**src/rtl/alu_74382_bist.sv**
```systemverilog
// Built-in self-test sequencer for the 74382-compatible ALU core: walks all 64 {sel, Cn, A, B} corner vectors.
// Optional ALU_BIST_STOP_ON_FAIL_EN ends the run at the first mismatching vector.
module alu_74382_bist #(
    parameter int OPERAND_W  = 4,
    parameter int RESULT_W   = 4,
    parameter int SELECT_W   = 3,
    parameter int SETTLE_CYC = 2,
    parameter int ERR_CNT_W  = 7
) (
    input  logic                  clk,
    input  logic                  rst,
    input  logic                  start,
    output logic [SELECT_W-1:0]   alu_sel,
    output logic [OPERAND_W-1:0]  alu_port_a,
    output logic [OPERAND_W-1:0]  alu_port_b,
    output logic                  alu_carry_in,
    input  logic [RESULT_W-1:0]   alu_result,
    input  logic                  alu_overflow,
    input  logic                  alu_carry_out,
    output logic                  busy,
    output logic                  done,
    output logic                  pass,
    output logic [ERR_CNT_W-1:0]  err_cnt,
    output logic                  first_fail_vld,
    output logic [SELECT_W+2:0]   first_fail_idx
);

    localparam int V_W = SELECT_W + 3;
    localparam logic [V_W-1:0] V_LAST = '1;
    localparam logic [3:0] WAIT_LAST = (SETTLE_CYC > 0) ? 4'(SETTLE_CYC - 1) : 4'd0;

`ifdef ALU_BIST_STOP_ON_FAIL_EN
    localparam bit STOP_ON_FAIL = 1'b1;
`else
    localparam bit STOP_ON_FAIL = 1'b0;
`endif

    typedef enum logic [2:0] {S_IDLE, S_DRIVE, S_WAIT, S_CHECK, S_DONE} state_t;
    typedef enum logic [1:0] {CLS_ZERO, CLS_ONES, CLS_ONES_LSB0, CLS_ZERO_LSB1} res_class_t;

    // Golden entry {class[1:0], overflow, carry_out}. Each op row packs 8 two-bit classes
    // (case 7 in the top bits) plus per-case overflow and carry masks.
    function automatic logic [3:0] rom_entry(input logic [V_W-1:0] v);
        logic [15:0] cls;
        logic [7:0]  ovf;
        logic [7:0]  cy;
        int          c;
        c = int'(v[2:0]);
        case (int'(v[V_W-1:3]))
            0:       begin cls = 16'h0000; ovf = 8'hFF; cy = 8'hFF; end  // CLEAR
            1:       begin cls = 16'h3449; ovf = 8'h00; cy = 8'hB2; end  // B minus A
            2:       begin cls = 16'h1C61; ovf = 8'h00; cy = 8'hD4; end  // A minus B
            3:       begin cls = 16'h4394; ovf = 8'h00; cy = 8'hE8; end  // A plus B
            4:       begin cls = 16'h1414; ovf = 8'h00; cy = 8'h00; end  // XOR
            5:       begin cls = 16'h5454; ovf = 8'h00; cy = 8'h00; end  // OR
            6:       begin cls = 16'h4040; ovf = 8'h88; cy = 8'h88; end  // AND
            7:       begin cls = 16'h5555; ovf = 8'hFF; cy = 8'hFF; end  // PRESET
            default: begin cls = 16'h0000; ovf = 8'h00; cy = 8'h00; end
        endcase
        return {cls[2*c +: 2], ovf[c], cy[c]};
    endfunction

    function automatic logic [RESULT_W-1:0] expand_class(input logic [1:0] cls);
        case (cls)
            CLS_ONES:      return '1;
            CLS_ONES_LSB0: return {{(RESULT_W-1){1'b1}}, 1'b0};
            CLS_ZERO_LSB1: return RESULT_W'(1);
            default:       return '0;
        endcase
    endfunction

    state_t                 state_q, state_d;
    logic [V_W-1:0]         v_q, v_d;
    logic [3:0]             wait_q, wait_d;
    logic [SELECT_W-1:0]    sel_q, sel_d;
    logic [OPERAND_W-1:0]   a_q, a_d, b_q, b_d;
    logic                   cin_q, cin_d;
    logic                   busy_q, busy_d, done_q, done_d, pass_q, pass_d;
    logic [ERR_CNT_W-1:0]   err_q, err_d;
    logic                   ffv_q, ffv_d;
    logic [V_W-1:0]         ffidx_q, ffidx_d;

    logic [3:0]             rom_q_entry;
    logic [RESULT_W+1:0]    expected;
    logic                   mismatch;

    assign rom_q_entry = rom_entry(v_q);
    assign expected    = {expand_class(rom_q_entry[3:2]), rom_q_entry[1], rom_q_entry[0]};
    assign mismatch    = ({alu_result, alu_overflow, alu_carry_out} != expected);

    // NOTE: every next-state variable gets its hold value first, so no path leaves it unassigned (no latch).
    always_comb begin
        state_d = state_q;
        v_d     = v_q;
        wait_d  = wait_q;
        sel_d   = sel_q;
        a_d     = a_q;
        b_d     = b_q;
        cin_d   = cin_q;
        busy_d  = busy_q;
        done_d  = 1'b0;
        pass_d  = pass_q;
        err_d   = err_q;
        ffv_d   = ffv_q;
        ffidx_d = ffidx_q;
        case (state_q)
            S_IDLE: begin
                if (start) begin
                    state_d = S_DRIVE;
                    v_d     = '0;
                    err_d   = '0;
                    ffv_d   = 1'b0;
                    pass_d  = 1'b0;
                    busy_d  = 1'b1;
                end
            end
            S_DRIVE: begin
                sel_d   = v_q[V_W-1:3];
                cin_d   = v_q[2];
                a_d     = {OPERAND_W{v_q[1]}};
                b_d     = {OPERAND_W{v_q[0]}};
                wait_d  = 4'd0;
                state_d = (SETTLE_CYC == 0) ? S_CHECK : S_WAIT;
            end
            S_WAIT: begin
                if (wait_q == WAIT_LAST) begin
                    state_d = S_CHECK;
                end else begin
                    wait_d = wait_q + 4'd1;
                end
            end
            S_CHECK: begin
                if (mismatch) begin
                    if (err_q != '1) begin
                        err_d = err_q + ERR_CNT_W'(1);
                    end
                    if (!ffv_q) begin
                        ffv_d   = 1'b1;
                        ffidx_d = v_q;
                    end
                end
                if (v_q == V_LAST || (STOP_ON_FAIL && mismatch)) begin
                    state_d = S_DONE;
                end else begin
                    v_d     = v_q + V_W'(1);
                    state_d = S_DRIVE;
                end
            end
            S_DONE: begin
                done_d  = 1'b1;
                busy_d  = 1'b0;
                pass_d  = (err_q == '0);
                state_d = S_IDLE;
            end
            default: state_d = S_IDLE;
        endcase
    end

    always_ff @(posedge clk) begin
        if (rst) begin
            state_q <= S_IDLE;
            v_q     <= '0;
            wait_q  <= '0;
            sel_q   <= '0;
            a_q     <= '0;
            b_q     <= '0;
            cin_q   <= 1'b0;
            busy_q  <= 1'b0;
            done_q  <= 1'b0;
            pass_q  <= 1'b0;
            err_q   <= '0;
            ffv_q   <= 1'b0;
            ffidx_q <= '0;
        end else begin
            state_q <= state_d;
            v_q     <= v_d;
            wait_q  <= wait_d;
            sel_q   <= sel_d;
            a_q     <= a_d;
            b_q     <= b_d;
            cin_q   <= cin_d;
            busy_q  <= busy_d;
            done_q  <= done_d;
            pass_q  <= pass_d;
            err_q   <= err_d;
            ffv_q   <= ffv_d;
            ffidx_q <= ffidx_d;
        end
    end

    assign alu_sel        = sel_q;
    assign alu_port_a     = a_q;
    assign alu_port_b     = b_q;
    assign alu_carry_in   = cin_q;
    assign busy           = busy_q;
    assign done           = done_q;
    assign pass           = pass_q;
    assign err_cnt        = err_q;
    assign first_fail_vld = ffv_q;
    assign first_fail_idx = ffidx_q;

endmodule
```
**config.mk**
```make
export PLATFORM = sky130hd
export DESIGN_NAME = alu_74382_bist
export DESIGN_NICKNAME = d
export VERILOG_FILES = /design/src/rtl/alu_74382_bist.sv
export SDC_FILE = /design/constraint.sdc
export NUM_CORES = 1
export LEC_CHECK = 0
export CAP_MARGIN = 40
export CORE_UTILIZATION = 30
export CTS_CLUSTER_DIAMETER = 50
export CTS_CLUSTER_SIZE = 8
export DETAILED_ROUTE_END_ITERATION = 7
export GPL_ROUTABILITY_DRIVEN = 1
export PLACE_DENSITY = 0.56
export SKIP_LAST_GASP = 1
export SLEW_MARGIN = 20
export SYNTH_ARGS = -nofsm -noshare
export SYNTH_HDL_FRONTEND = slang
export SYNTH_SLANG_ARGS = --single-unit
```
**constraint.sdc**
```tcl
create_clock -name clk -period 2.5 [get_ports clk]
set_clock_uncertainty 0.05 [all_clocks]
set_input_delay 0.75 -clock clk [delete_from_list [all_inputs] [get_ports clk]]
set_output_delay 0.75 -clock clk [all_outputs]
set_load 0.005 [all_outputs]
```
==> impl_metrics.py, run 1 <==
metrics = {
    "layout": {
        "area_delta_synth_final_pct": 31.2,
        "antenna_cells": 0,
        "post_route_cells_drive_above_1_share_pct": 22.3,
        "nNetsFinal": 346,
    },
    "clock_tree": {
        "cts_tree": "done",
        "clock_latency_ps": 320,
        "clockBufferDepth": 2,
        "h-tree-depth": 2,
        "cts_hold_buffers": 0,
        "clk_pin_slew_ps": 100,
        "cts_buffers": 5,
        "cts_root_buffer": "clkbuf_8",
        "cts_sinks": 54,
    },
    "floorplanning": {
        "die_w_um": 95.7,
        "start_util_pct": 31.6,
        "die_area_um2": 9150,
        "num_rows": 33,
        "die_h_um": 95.7,
        "io-pin-count": 38,
        "fp.coreArea_um2": 8340,
    },
    "worst_setup_path": {
        "r2r_setup_slack_ps": 140,
        "startpoint_type": "input pin",
        "r2r_end": "err_cnt[3]",
        "cp_common_cell": "and3_1",
        "critical-path-max-stage-delay_ps": 460,
        "crit_required_ps": 2700,
        "rr_worst_depth": 10,
        "rr_startpoint": "v_q[0]",
        "end_kind": "flip-flop",
        "worstPathCellList": "clkdlybuf4s50_1 -> and3_1 -> and3_1 -> o211ai_2 -> a211oi_4 -> buf_12 -> or4_1 -> a31oi_1",
        "worstSetupPathDepth": 8,
        "critPathTopFamily": "simple AND/OR/NAND/NOR gates",
        "crit_end": "err_cnt[3]",
        "criticalPathCategory": "input pin to flip-flop",
        "worst-path-max-fanout": 10,
        "critPathLaunch": "alu_result[3]",
        "worstPathArrival_ps": 2590,
        "critPathSlowestCell": "or4_1",
        "crit_buf_inv": 2,
    },
    "synth": {
        "synth_top_flop_cell": "dfxtp_1",
        "async_flop_share_pct": 0,
        "synth.distinct_cells": 53,
        "synthCells": 272,
        "avgSynthCellArea_um2": 9.68,
        "syn_area_um2": 2630,
        "synth_nets": 291,
        "ys_seq_elements": 54,
        "synth_edf_count": 0,
        "yosys_warnings": 0,
        "ys_seq_area_share_pct": 41.1,
    },
    "timing": {
        "rsz0062_at_grt": "true",
        "hold_viol_final": 0,
        "setup_viol": 0,
        "fmax_ghz": 0.417,
        "fin_crit_sh_pct": 95.8,
        "finalSetupTns_ps": 0,
        "tightestPinTransition_ps": 462,
        "slew_violations": 0,
        "fin_crit_ps": 2400,
        "slew_headroom_pct": 69.2,
        "fin_hold_ws_ps": 417,
    },
    "grt": {
        "overflow": 0,
        "grt_pass1_vias": 1920,
        "track_usage_pct": 13.3,
        "grt_max_degree": 29,
        "grt_pass1_wl_um": 9290,
        "antenna_found_initial": 0,
    },
    "worst_hold_path": {
        "holdPathStages": 2,
        "hold_path.class": "flip-flop to flip-flop",
    },
    "status": {
        "status": "complete, no violations",
    },
    "drt": {
        "avgViaCountPerCell": 4.77,
        "ant_nets": 0,
        "vias": 2067,
        "wire_per_inst_um": 13.0,
        "drc": 0,
        "drt-pass1-iter-count": 4,
        "routed_wl_um": 5620,
        "drtIter0Drc": 37,
    },
    "power_and_ir_drop": {
        "leakage_uw": 0.00126,
        "p_per_area_nw_per_um2": 537,
        "ir_drop_uv": 249,
    },
    "flow_run": {
        "cap_violations": 0,
    },
    "placement": {
        "gp_congestion": 0.766,
        "port_buffers": 37,
        "place_hpwl_um": 4130,
    },
}
==> cell usage after synthesis (4+ instances only) <==
| master | instances | area (um2) |
|---|---|---|
| buf_4 | 6 | 45.0 |
| ha_1 | 10 | 125 |
| mux2_2 | 4 | 45.0 |
| xnor2_1 | 4 | 35.0 |
| nand2_1 | 16 | 60.1 |
| o21ai_0 | 8 | 40.0 |
| dfxtp_1 | 54 | 1080 |
| nor3_1 | 8 | 40.0 |
| inv_1 | 11 | 41.3 |
| clkbuf_1 | 5 | 18.8 |
| mux2i_1 | 22 | 220 |
| nor2_1 | 20 | 75.1 |
| nand2b_1 | 18 | 113 |
| nand3_1 | 4 | 20.0 |
| a21oi_1 | 10 | 50.1 |
| buf_2 | 5 | 25.0 |
| and3_1 | 4 | 25.0 |
| o211ai_1 | 4 | 30.0 |
==> metal layers <==
layer | up-vias | wire, um | global-route usage (%)
li1 | 1056 | - | -
met1 | 975 | 2750 | 17.5
met2 | 28 | 2580 | 20.8
met3 | 8 | 177 | 3.11
met4 | 0 | 114 | 5.22
met5 | - | 0 | 0
==> how the worst min path moves through the flow <==
| stage | from | end | slack [ps] |
|---|---|---|---|
| after detailed placement | pass | pass | 410 |
| after global placement | pass | pass | 400 |
| after global routing | first_fail_idx[5] | first_fail_idx[5] | 450 |
| after CTS | pass | pass | 420 |
| after floorplan | pass | pass | 400 |
| final | pass | pass | 420 |
==> power by group <==
part | switching [uW] | total (uW) | internal (uW) | leakage (uW)
clock network | 302 | 531 | 229 | 0.0000478
registers | 46.2 | 932 | 886 | 0.000438
logic | 191 | 391 | 200 | 0.000779
total | 540 | 1850 | 1310 | 0.00126
==> cell usage in the layout, fill, tap and decap left out, types with 3 or more instances in the layout <==
master,n
dfxtp_1,51
clkdlybuf4s50_1,36
buf_4,27
mux2i_1,22
nor2_1,20
nand2_1,16
nand2b_1,15
a21oi_1,10
inv_1,9
nor3_1,8
ha_1,8
o21ai_0,7
clkbuf_8,6
and3_1,4
nand3_1,4
xnor2_1,4
mux2_2,4
o211ai_1,4
or2_2,3
mux4_2,3
or4_1,3
a31oi_1,3
buf_12,3
dfxtp_2,3
==> worst reg2reg max path: stages (launching register included) <==
cell and delay (ps):
dfxtp_2 350, buf_12 130, buf_4 150, mux2i_1 120, o22a_2 260, and3_1 170, o21ai_1 190, a211oi_4 100
buf_12 160, or4_1 460, a31oi_1 160
==> final cells by class <==
class,instances,area [um2]
clock buffers,6,82.6
clock inverters,2,16.3
fillers,819,4890
inverters,11,41.3
multi-input cells,187,1450
flip-flops and latches,54,1080
well taps,105,131
repair buffers,68,647
==> stage by stage <==
stage	util [%]	total power (uW)	worst slack, ps	std cells	cell area [um2]
floorplan	-	1180	9.71	272	2640
global placement	39.3	1320	-426	423	3270
detailed placement	39.3	1320	-465	423	3270
CTS	40.9	1870	9.15	433	3410
global route	41.4	1950	-19.4	433	3450
finish	41.4	1850	104	433	3450
==> cell families (layout without fill, tap and decap cells) <==
| logic type | after synthesis | count (layout) | synth area share, % |
|---|---|---|---|
| and+or+nand+nor | 96 | 96 | 20.8 |
| DFF | 54 | 54 | 41.1 |
| AOI/OAI and AO/OA | 44 | 44 | 11.7 |
| muxes | 31 | 31 | 13.5 |
| buffers and inverters | 31 | 87 | 6.13 |
| adders and majority gates | 10 | 10 | 4.75 |
| xor gates and xnor gates | 6 | 6 | 2.00 |
==> what timing repair did <==
item                                   4_1_cts  5_1_grt
pin swaps                                    1        4
setup buffers                                2        0
setup endpoints to repair                   14       31
endpoints found under the hold margin        0        0
gates resized for setup                      4       16
(Power assumes the default switching activity.)
==> run 2: changes to the inputs <==
--- a/config.mk
+++ b/config.mk
@@ -5,6 +5,7 @@
 export SDC_FILE = /design/constraint.sdc
 export NUM_CORES = 1
 export LEC_CHECK = 0
+export ABC_AREA = 1
 export CAP_MARGIN = 40
 export CORE_UTILIZATION = 30
 export CTS_CLUSTER_DIAMETER = 50
==> run 2 against run 1 <==
The flow now finishes with violations (design-rule violations). Global-route usage up 0.34 points. Synthesized area up 5.0%. Maximum frequency up 6.1%. Sequential power up 23%. Design area down 1.7%. Count of clock-buffer cells in the layout up 1. Worst setup slack better by 140 ps. Cell count up 26%. Non-clock buffer count down 9.
==> impl_metrics.py, run 2 <==
metrics = {
    "status": {
        "status": "finished with violations",
        "violations": "design-rule violations",
    },
    "clock_tree": {
        "cts_resized": 0,
        "clock_latency_ps": 300,
        "cts_tree": "done",
        "cts_buffers": 5,
        "post_cts_buffers": 0,
        "cts_root_buffer": "clkbuf_8",
        "cts_sinks": 54,
        "clk_pin_slew_ps": 100,
        "clockBufferDepth": 2,
        "cts_hold_buffers": 0,
        "h-tree-depth": 2,
    },
    "timing": {
        "tightestPinTransition_ps": 483,
        "slew_violations": 0,
        "setup_viol": 0,
        "fin_crit_sh_pct": 90.3,
        "hold_viol_final": 0,
        "slew_headroom_pct": 67.5,
        "fmax_ghz": 0.443,
        "fin_hold_ws_ps": 423,
        "rsz0062_at_grt": "false",
        "worst_slack_ps": 242,
        "fin_crit_ps": 2260,
    },
    "floorplanning": {
        "die_area_um2": 9600,
        "die_w_um": 98.0,
        "io-pin-count": 38,
        "start_util_pct": 31.4,
        "die_h_um": 98.0,
        "fp.coreArea_um2": 8810,
        "num_rows": 34,
    },
    "synth": {
        "synth_nets": 405,
        "yosysMostFrequentCell": "nand2_1",
        "avgSynthCellArea_um2": 7.16,
        "synth_edf_count": 0,
        "syn_area_um2": 2770,
        "synth_top_flop_cell": "dfxtp_1",
        "async_flop_share_pct": 0,
        "ys_seq_elements": 54,
        "synth_top_cells_by_count": "93 x nand2_1, 54 x dfxtp_1, 52 x inv_1",
        "yosys.area.top_type": "dfxtp_1",
        "synth_top_cell_area_share_pct": 39.1,
        "synthCells": 386,
        "ys_seq_area_share_pct": 39.1,
        "yosys_warnings": 0,
        "synthTopCellsByArea": "dfxtp_1 39%, nand2_1 13%, inv_1 7.1%",
        "synth.distinct_cells": 37,
    },
    "layout": {
        "final_common_cell": "nand2_1",
        "nNetsFinal": 454,
        "area_delta_synth_final_pct": 22.8,
        "utilization_pct": 38.6,
        "layout_common_cells": "93 x nand2_1, 54 x dfxtp_1, 52 x inv_1, 37 x clkdlybuf4s50_1, 32 x nand3_1",
        "post_route_cells_drive_above_1_share_pct": 13.5,
        "antenna_cells": 0,
    },
    "worst_setup_path": {
        "critPathTopFamily": "simple AND/OR/NAND/NOR gates",
        "end_kind": "flip-flop",
        "worstSetupPathDepth": 10,
        "criticalPathCategory": "input pin to flip-flop",
        "rr_startpoint": "v_q[0]",
        "crit_required_ps": 2640,
        "crit_buf_inv": 1,
        "critPathSlowestCell": "clkdlybuf4s50_1",
        "rr_worst_depth": 15,
        "worstPathCellList": "clkdlybuf4s50_1 -> nand2_1 -> nand2_4 -> nand2_4 -> nor2_4 -> xor2_2 -> nand2_2 -> ha_1 -> nand2_1 -> o21ai_0",
        "worst-path-max-fanout": 4,
        "startpoint_type": "input pin",
        "critical-path-max-stage-delay_ps": 490,
        "critPathLaunch": "start",
        "worstPathArrival_ps": 2400,
    },
    "drt": {
        "drt-pass1-iter-count": 8,
        "avgViaCountPerCell": 4.52,
        "routed_wl_um": 6120,
        "wire_per_inst_um": 11.3,
        "ant_nets": 0,
        "drtIter0Drc": 128,
        "vias": 2457,
        "drc": 5,
    },
    "flow_run": {
        "cap_violations": 0,
    },
    "power_and_ir_drop": {
        "ir_drop_uv": 333,
        "leakage_uw": 0.00158,
        "pwr-share-clk_pct": 18.2,
        "power_frac_comb_pct": 41.4,
        "total_power_uw": 2850,
        "internal_power_uw": 1800,
        "p_seq_share_pct": 40.4,
        "p_per_area_nw_per_um2": 838,
        "p_switching_uw": 1040,
        "switching_share_pct": 36.7,
    },
    "worst_hold_path": {
        "worst_hold_startpoint": "busy",
        "holdPathStages": 2,
        "hold_path.class": "flip-flop to flip-flop",
    },
    "placement": {
        "gp_congestion": 0.811,
        "place_hpwl_um": 4640,
        "pre_cts_ws_ps": -74.6,
        "port_buffers": 37,
    },
    "grt": {
        "antenna_found_initial": 0,
        "grt_pass1_vias": 2348,
        "grt_max_degree": 17,
        "track_usage_pct": 13.6,
        "grt_pass1_wl_um": 10500,
        "overflow": 0,
    },
}
==> run 2: cell count changes in the layout (fill, tap and decap cells not counted), moves of 5 or more <==
cell,change
nor2_1,+10
nand4_1,+7
nand3_1,+28
nand2b_1,-15
mux2i_1,-22
buf_4,-5
a21oi_1,+17
inv_2,+6
inv_1,+43
nand2_1,+77
nand2_2,+5
o21ai_0,+8
==> run 2: cells by family after synthesis <==
group                      count (synthesis)  share of synthesized area [%]
AOI/OAI and AO/OA                         53                           10.7
xor gates and xnor gates                   1                          0.588
adders and majority gates                 10                           4.52
buffers and inverters                     77                           13.0
DFF                                       54                           39.1
and+or+nand+nor                          191                           32.1
==> run 2: final timing paths <==
kind	end	slack (ps)
hold reg to reg	busy	420
setup / recovery	flip-flop	240
hold / removal	busy	420
setup reg to reg	flip-flop	300
==> run 2: area by class of cell <==
| cell class | instances | area (um2) |
|---|---|---|
| clock buffers | 7 | 86.3 |
| clock inverters | 1 | 8.76 |
| fillers | 916 | 5410 |
| inverters | 60 | 225 |
| multi-input cells | 255 | 1320 |
| flip-flops and latches | 54 | 1080 |
| well taps | 108 | 135 |
| repair buffers | 59 | 536 |
==> run 2: layer usage <==
metal | GRT usage, % | wire length (um) | up-vias
met5 | 0 | 0 | -
met4 | 5.48 | 81 | 0
met3 | 2.15 | 182 | 4
met2 | 21.9 | 2710 | 38
met1 | 18.2 | 3150 | 1094
li1 | - | - | 1321
==> run 2: power groups by stage <==
stage               Sequential (uW)  Combinational (uW)  Clock, uW
CTS                            1150                1190        539
detailed placement             1170                1180          0
global route                   1180                1340        567
global placement               1170                1170          0
finish                         1150                1180        519
floorplan                      1160                 768          0
==> run 2: metrics by stage <==
stage	setup TNS (ps)	std cells	cell area, um2
2_1_floorplan	0	386	2770
3_3_place_gp	-96.9	536	3300
3_5_place_dp	-232	536	3300
4_1_cts	0	544	3400
5_1_grt	0	544	3400
6_report	0	544	3400
==> run 2: worst reg2reg max path: cells and delay by family (launching register included) <==
| family | cells | cell delay [ps] |
|---|---|---|
| DFF | 1 | 350 |
| buffers and inverters | 3 | 200 |
| adders and majority gates | 2 | 480 |
| AOI/OAI and AO/OA | 2 | 160 |
| and+or+nand+nor | 8 | 890 |
==> run 3: changes to the inputs <==
--- a/config.mk
+++ b/config.mk
@@ -13,6 +13,7 @@
 export DETAILED_ROUTE_END_ITERATION = 7
 export GPL_ROUTABILITY_DRIVEN = 1
 export PLACE_DENSITY = 0.56
+export SETUP_SLACK_MARGIN = 0.4
 export SKIP_LAST_GASP = 1
 export SLEW_MARGIN = 20
 export SYNTH_ARGS = -nofsm -noshare
==> run 3 against run 2 <==
The run still ends with design-rule violations left. Sequential share of layout area decreased by 0.89 points. Hold slack improved by 7.1 ps. Count of clock-buffer cells in the layout shrank 1. Global-route usage rose by 0.060 points. Non-clock buffer count is 4 higher. Total power grew 0.74%. Clock power shrank 7.7%. Largest cell class unchanged. Highest routed layer unchanged.
==> impl_metrics.py, run 3 (synthesis gave the netlist of run 2 again) <==
metrics = {
    "status": {
        "status": "finished with violations",
        "violations": "design-rule violations",
    },
    "timing": {
        "slew_headroom_pct": 73.7,
        "fin_hold_ws_ps": 430,
        "fin_crit_sh_pct": 81.1,
        "fin_crit_ps": 2030,
        "hold_viol_final": 0,
        "slew_violations": 0,
        "fmax_ghz": 0.493,
        "rsz0062_at_grt": "true",
        "tightestPinTransition_ps": 393,
        "setup_viol": 0,
    },
    "grt": {
        "grt_pass1_wl_um": 10600,
        "grt_pass1_vias": 2311,
        "overflow": 0,
        "grt_max_degree": 22,
        "track_usage_pct": 13.7,
        "antenna_found_initial": 0,
    },
    "power_and_ir_drop": {
        "ir_drop_uv": 346,
        "internal_power_uw": 1800,
        "p_per_area_nw_per_um2": 813,
        "switching_share_pct": 37.4,
        "p_switching_uw": 1070,
        "pwr-share-clk_pct": 16.7,
        "leakage_uw": 0.00164,
        "p_seq_share_pct": 40.3,
        "total_power_uw": 2870,
        "power_frac_comb_pct": 43.0,
    },
    "floorplanning": {
        "start_util_pct": 31.4,
        "io-pin-count": 38,
        "die_w_um": 98.0,
        "fp.coreArea_um2": 8810,
        "die_area_um2": 9600,
        "die_h_um": 98.0,
        "num_rows": 34,
    },
    "layout": {
        "post_route_cells_drive_above_1_share_pct": 18.2,
        "fillCellCount": 939,
        "nNetsFinal": 458,
        "final_common_cell": "nand2_1",
        "area_delta_synth_final_pct": 27.6,
        "antenna_cells": 0,
        "layout_common_cells": "88 x nand2_1, 51 x inv_1, 49 x dfxtp_1, 35 x clkdlybuf4s50_1, 31 x nand3_1",
        "utilization_pct": 40.1,
    },
    "clock_tree": {
        "clock_latency_ps": 300,
        "cts_sinks": 54,
        "clockBufferDepth": 2,
        "clk_pin_slew_ps": 100,
        "h-tree-depth": 2,
        "cts_tree": "done",
        "cts_root_buffer": "clkbuf_8",
        "cts_buffers": 5,
    },
    "worst_setup_path": {
        "worstPathArrival_ps": 1230,
        "critical-path-max-stage-delay_ps": 530,
        "worst-path-max-fanout": 5,
        "critPathTopFamily": "buffers and inverters",
        "startpoint_type": "flip-flop",
        "crit_buf_inv": 1,
        "r2r_setup_slack_ps": 470,
        "criticalPathCategory": "flip-flop to output pin",
        "worstSetupPathDepth": 1,
        "crit_end": "alu_port_a[0]",
        "worstPathCellList": "clkdlybuf4s50_1",
        "crit_required_ps": 1700,
        "critPathSlowestCell": "clkdlybuf4s50_1",
        "rr_worst_depth": 15,
        "end_kind": "output pin",
        "rr_startpoint": "v_q[0]",
        "critPathLaunch": "alu_port_a[0]",
    },
    "drt": {
        "avgViaCountPerCell": 4.56,
        "ant_nets": 0,
        "wire_per_inst_um": 11.5,
        "drt-pass1-iter-count": 7,
        "routed_wl_um": 6290,
        "drc": 3,
        "drtIter0Drc": 93,
        "vias": 2497,
    },
    "flow_run": {
        "cap_violations": 0,
    },
    "placement": {
        "port_buffers": 37,
        "place_hpwl_um": 4650,
        "gp_congestion": 0.829,
    },
    "worst_hold_path": {
        "hold_path.class": "flip-flop to flip-flop",
    },
}
-- run 3: cell type report --
cell class,count,area [um2],share of cell area (%)
well taps,108,135,3.83
clock inverters,2,13.8,0.390
inverters,60,233,6.59
flip-flops and latches,54,1090,30.9
repair buffers,63,574,16.3
clock buffers,6,72.6,2.06
multi-input cells,255,1410,39.9
-- run 3: through the flow --
step | setup slack [ps] | std cells | TNS (ps) | instance area [um2]
global placement | -31.1 | 531 | -58.4 | 3290
CTS | 401 | 545 | 0 | 3450
floorplan | 409 | 386 | 0 | 2790
detailed placement | -59.3 | 531 | -122 | 3290
finish | 472 | 548 | 0 | 3530
global route | 357 | 548 | 0 | 3530
-- run 3: worst min-delay path by stage --
stage	slack [ps]	cells after the start	startpoint	to
finish	430	2	busy	busy
global route	470	2	first_fail_idx[0]	first_fail_idx[0]
CTS	430	2	busy	busy
detailed placement	420	2	busy	busy
global placement	410	2	busy	busy
floorplan	410	2	first_fail_vld	first_fail_vld
-- run 3: metal layers --
metal  share of wire, %  wire length [um]  vias up  track usage, %
met2                 44              2790       53            22.2
met1                 50              3120     1114            18.4
met5                  0                 0        -               0
met4                1.2                74        0            3.85
met3                4.8               305        5            2.51
li1                   -                 -     1325               -
-- run 3: power by group through the flow --
stage / registers (uW) / logic, uW / clock network [uW]
2_1_floorplan: 1170 / 772 / 0
3_3_place_gp: 1200 / 1120 / 0
3_5_place_dp: 1200 / 1140 / 0
4_1_cts: 1150 / 1200 / 505
5_1_grt: 1180 / 1390 / 540
6_report: 1160 / 1230 / 479
-- run 3: timing repair --
action | in CTS | in global routing
hold buffers | 0 | 0
setup buffers | 6 | 3
pin swaps | 3 | 8
resized for setup | 6 | 22
endpoints found under the setup margin | 26 | 28
